`src/rtl/rcvr_param.sv`:
```
// Serial frame receiver: hunts for a programmable header, then shifts in
// a payload MSB first, with optional parity check and polled ready/overrun.
module rcvr_param #(
    parameter int                    HEAD_WIDTH   = 8,
    parameter logic [HEAD_WIDTH-1:0] HEAD_PATTERN = 8'hA5,
    parameter int                    BODY_WIDTH   = 8,
    parameter int                    PARITY_EN    = 0,
    parameter int                    PARITY_ODD   = 1
) (
    input  logic                  clock,
    input  logic                  reset_n,
    input  logic                  data_in,
    input  logic                  reading,
    output logic                  ready,
    output logic                  overrun,
    output logic                  parity_err,
    output logic [BODY_WIDTH-1:0] data_out
);

    localparam int CW = $clog2(BODY_WIDTH + 1);
    localparam int FW = $clog2(HEAD_WIDTH + 1);
    localparam logic [CW-1:0] LAST     = CW'(BODY_WIDTH - 1);
    localparam logic [FW-1:0] FULL     = FW'(HEAD_WIDTH);
    localparam logic [FW-1:0] FILL_MIN = FW'(HEAD_WIDTH - 1);

    typedef enum logic [1:0] {
        HUNT = 2'd0,
        BODY = 2'd1,
        PAR  = 2'd2
    } state_t;

    state_t                r_state;
    logic [HEAD_WIDTH-1:0] r_win;
    logic [FW-1:0]         r_fill;
    logic [CW-1:0]         r_cnt;
    logic [BODY_WIDTH-1:0] r_body;
    logic                  r_ready;
    logic                  r_overrun;
    logic                  r_perr;
    logic [BODY_WIDTH-1:0] r_data;

    logic [HEAD_WIDTH-1:0] w_win_next;
    logic [BODY_WIDTH-1:0] w_body_next;
    logic                  w_match;
    logic                  w_par_ok;
    logic                  w_done;
    logic                  w_drop;
    logic [BODY_WIDTH-1:0] w_done_data;

    assign w_win_next = {r_win[HEAD_WIDTH-2:0], data_in};

    generate
        if (BODY_WIDTH == 1) begin : g_body1
            assign w_body_next = data_in;
        end else begin : g_bodyn
            assign w_body_next = {r_body[BODY_WIDTH-2:0], data_in};
        end
    endgenerate

    // Sliding compare: the window counts only once it holds a full header.
    assign w_match = (r_fill >= FILL_MIN) && (w_win_next == HEAD_PATTERN);

    assign w_par_ok = ((^{r_body, data_in}) == (PARITY_ODD != 0));

    assign w_done = ((r_state == BODY) && (r_cnt == LAST) && (PARITY_EN == 0))
                 || ((r_state == PAR) && (PARITY_EN != 0) && w_par_ok);

    assign w_drop = (r_state == PAR) && (PARITY_EN != 0) && !w_par_ok;

    assign w_done_data = (r_state == PAR) ? r_body : w_body_next;

    always_ff @(posedge clock or negedge reset_n) begin
        if (!reset_n) begin
            r_state   <= HUNT;
            r_win     <= '0;
            r_fill    <= '0;
            r_cnt     <= '0;
            r_body    <= '0;
            r_ready   <= 1'b0;
            r_overrun <= 1'b0;
            r_perr    <= 1'b0;
            r_data    <= '0;
        end else begin
            case (r_state)
                HUNT: begin
                    r_win <= w_win_next;
                    if (r_fill != FULL) begin
                        r_fill <= r_fill + 1'b1;
                    end
                    if (w_match) begin
                        r_state <= BODY;
                        r_cnt   <= '0;
                    end
                end
                BODY: begin
                    r_body <= w_body_next;
                    r_cnt  <= r_cnt + 1'b1;
                    if (r_cnt == LAST) begin
                        r_cnt   <= '0;
                        r_state <= (PARITY_EN != 0) ? PAR : HUNT;
                        r_win   <= '0;
                        r_fill  <= '0;
                    end
                end
                PAR: begin
                    r_state <= HUNT;
                    r_win   <= '0;
                    r_fill  <= '0;
                    r_cnt   <= '0;
                end
                default: begin
                    r_state <= HUNT;
                    r_win   <= '0;
                    r_fill  <= '0;
                    r_cnt   <= '0;
                end
            endcase

            if (w_done) begin
                r_ready <= 1'b1;
                r_data  <= w_done_data;
            end else if (reading) begin
                r_ready <= 1'b0;
            end

            if (reading) begin
                r_overrun <= 1'b0;
            end else if (w_done && r_ready) begin
                r_overrun <= 1'b1;
            end

            if (reading) begin
                r_perr <= 1'b0;
            end else if (w_drop) begin
                r_perr <= 1'b1;
            end
        end
    end

    assign ready      = r_ready;
    assign overrun    = r_overrun;
    assign parity_err = r_perr;
    assign data_out   = r_data;

endmodule

```
`config.mk`:
```
export PLATFORM = sky130hd
export DESIGN_NAME = rcvr_param
export DESIGN_NICKNAME = d
export VERILOG_FILES = /design/src/rtl/rcvr_param.sv
export SDC_FILE = /design/constraint.sdc
export NUM_CORES = 1
export LEC_CHECK = 0
export BUFFER_PORTS_ARGS = -buffer_cell sky130_fd_sc_hd__buf_2
export CORE_MARGIN = 4
export CORE_UTILIZATION = 51
export CTS_CLUSTER_DIAMETER = 40
export DETAILED_ROUTE_END_ITERATION = 8
export PLACE_DENSITY = 0.71
export SYNTH_ARGS = -nofsm -noshare
export SYNTH_HDL_FRONTEND = slang
export SYNTH_SLANG_ARGS = --single-unit
```
`constraint.sdc`:
```
create_clock -name clock -period 1.3 [get_ports clock]
set_input_delay 0.065 -clock clock [delete_from_list [all_inputs] [get_ports clock]]
set_output_delay 0.065 -clock clock [all_outputs]
set_load 0.005 [all_outputs]
```
==> impl_metrics.py <==
metrics = {
    "outcome": {
        "status": "finished, violations left",
        "violations": "negative setup slack",
    },
    "setup_path": {
        "crit_end": "r_cnt[0]$_DFFE_PN0P_",
        "crit_fanout": 2,
        "critPathCaptureType": "register",
        "r2r_end": "r_cnt[0]$_DFFE_PN0P_",
        "ff2ff_path_depth": 3,
        "rrSetupSlack_ns": -0.09,
        "crit_start": "r_win[3]$_DFFE_PN0P_",
        "r2r-start": "r_win[3]$_DFFE_PN0P_",
        "cp.arrival_ns": 1.61,
        "critical_path_class": "register to register",
        "worstPathRequired_ns": 1.52,
        "worstSetupStartpointType": "register",
    },
    "drt": {
        "viasPerCell": 5.410,
        "ant_nets": 0,
        "totalWireLength_um": 2750,
        "via_count": 1017,
        "drt-pass1-iter-count": 5,
        "initialDrtViolationCount": 60,
        "drc": 0,
        "routedWlPerCell_um": 14.63,
    },
    "clock_network": {
        "clock_sinks": 33,
        "clk_latency_ns": 0.33,
        "cts_tree": "done",
        "clock-root-buffer": "clkbuf_4",
        "cts_max_path_buffers": 2,
        "cts_max_level": 2,
        "cts.clk_slew.worst_paths_ns": 0.10,
        "numCtsBuffers": 5,
    },
    "global_routing": {
        "grt_antenna_before_repair": 0,
        "grt_max_degree": 34,
        "grt_pass1_wl_um": 4347,
        "gr-total-overflow": 0,
        "grt_pass1_vias": 991,
        "grt_usage": 0.1708,
    },
    "place": {
        "gp_congestion": 0.8046,
        "post-place-cells": 177,
        "place_ws_ns": -0.1131,
        "place_area_um2": 1619,
        "dp_hpwl_um": 1838,
        "io_buffers": 13,
    },
    "timing": {
        "grt_setup_unrepaired": "yes",
        "setup_viol": 7,
        "layout_min_cycle_time_ns": 1.394,
        "fin_ws_ns": -0.09438,
        "final_max_slew_viol_count": 0,
        "clock_skew_ns": 0.004468,
        "hold_violations": 0,
        "fin_crit_sh": 1.073,
        "tns_ns": -0.4374,
        "clock.fmax_mhz": 717.2,
        "fin_hold_ws_ns": 0.2778,
    },
    "power": {
        "leakagePower_nw": 0.9025,
        "finalPower_mw": 3.978,
        "power_density_nw_per_um2": 2250,
        "peakVddDrop_mv": 1.629,
    },
    "die": {
        "die_area_um2": 3625,
        "chipWidth_um": 60.21,
        "ios": 15,
        "initial_utilization": 0.5462,
        "die_h_um": 60.21,
        "coreArea_um2": 2545,
        "row_count": 18,
    },
    "final_layout": {
        "syn_to_final_growth_pct": 27.18,
        "drive_gt1_frac": 0.3734,
        "final_cell_mix": "dfrtp_1 (33), nand2_1 (28), buf_4 (18)",
        "instances_no_fill": 188,
        "fin_util": 0.6947,
        "design_area_um2": 1768,
        "final_common_cell": "dfrtp_1",
        "nets": 164,
        "antenna_cells": 0,
    },
    "yosys": {
        "yosys.area.top_type": "dfrtp_1",
        "ys_ff_latch": 33,
        "synthesis.area_um2": 1390,
        "synth_area_leaders": "dfrtp_1 (59%), nand2_1 (7.6%), mux2_2 (6.5%), a22o_1 (4.4%), ha_1 (2.7%)",
        "synth_top_area_share": 0.5941,
        "postSynthCellCount": 120,
        "ys_seq_area_frac": 0.5941,
        "avgSynthCellArea_um2": 11.58,
        "synth_warnings": 0,
        "syn_nets": 127,
        "netlist-cell-type-count": 33,
    },
    "run": {
        "drv_cap": 0,
    },
    "worst_hold_path": {
        "worstHoldPathType": "input port to async pin",
    },
}
==> state kept, by name (all words and copies together), names as in the netlist <==
name / count
data_out: 8
r_body: 7
r_win: 7
r_cnt: 4
r_fill: 4
overrun: 1
r_state: 1
ready: 1
==> synthesized netlist by cell type, drive strengths merged <==
cell and instances:
mux2 8, mux2i 1, conb 1, o21a 1, nand3 2, nand4b 2, and3 1, buf 3
clkbuf 1, dfrtp 33, a211o 1, nand3b 1, or4b 1, nor3 1, a2111oi 1, a22o 9
ha 3, o311ai 1, o22ai 2, nor2 2, o21ai 3, a21oi 3, xnor2 2, nand2 28
a31oi 1, and2 1, and4b 1, inv 6
==> how the worst min path moves through the flow <==
stage	from	end	slack (ns)	depth (start not counted)
floorplan	reset_n	data_out[0]$_DFFE_PN0P_	-0.23	0
global placement	reset_n	r_fill[1]$_DFFE_PN0P_	0.10	2
detailed placement	reset_n	r_fill[3]$_DFFE_PN0P_	0.11	2
CTS	reset_n	r_cnt[2]$_DFFE_PN0P_	0.28	3
global route	reset_n	r_fill[3]$_DFFE_PN0P_	0.31	3
finish	reset_n	r_fill[1]$_DFFE_PN0P_	0.28	3
==> repair_timing <==
item,CTS,global route
endpoints found under the hold margin,36,0
buffers inserted,0,0
setup endpoints to repair,7,10
hold buffers,3,0
resized for setup,5,3
pin swaps,3,3
==> critical path, cell delays in order (launching register included) <==
cell	delay, ns
dfrtp_1	0.39
or4b_4	0.58
o311ai_4	0.23
o21ai_1	0.09
==> cell families after synthesis <==
| kind of cell | synth area share |
|---|---|
| xor gates and xnor gates | 0.01260 |
| buffers and inverters | 0.03150 |
| and+or+nand+nor | 0.1395 |
| other | 0.002698 |
| adders and majority gates | 0.02701 |
| DFF | 0.5941 |
| AOI/OAI and AO/OA | 0.1206 |
| muxes | 0.07201 |
==> cell type report <==
class,count,area (um^2)
Clock buffer,7,65.06
Clock inverter,1,5.005
Fill cell,192,777.0
Inverter,6,22.52
Multi-Input combinational cell,77,581.8
Sequential cell,33,825.8
Tap cell,30,37.54
Timing Repair Buffer,34,230.2
==> where the power goes <==
part	internal [mW]	leakage [nW]	switching (mW)
clock network	0.313	0.0413	0.333
logic	0.925	0.438	0.746
registers	1.38	0.423	0.281
==> routing by layer <==
layer  share of wire  track usage  vias to the layer above
li1                -            -                      491
met1            0.47       0.2120                      501
met2            0.47       0.2546                       19
met3           0.049      0.06911                        6
met4           0.017      0.08861                        0
met5               0            0                        -
No activity file was read; power rests on OpenSTA's default activity.
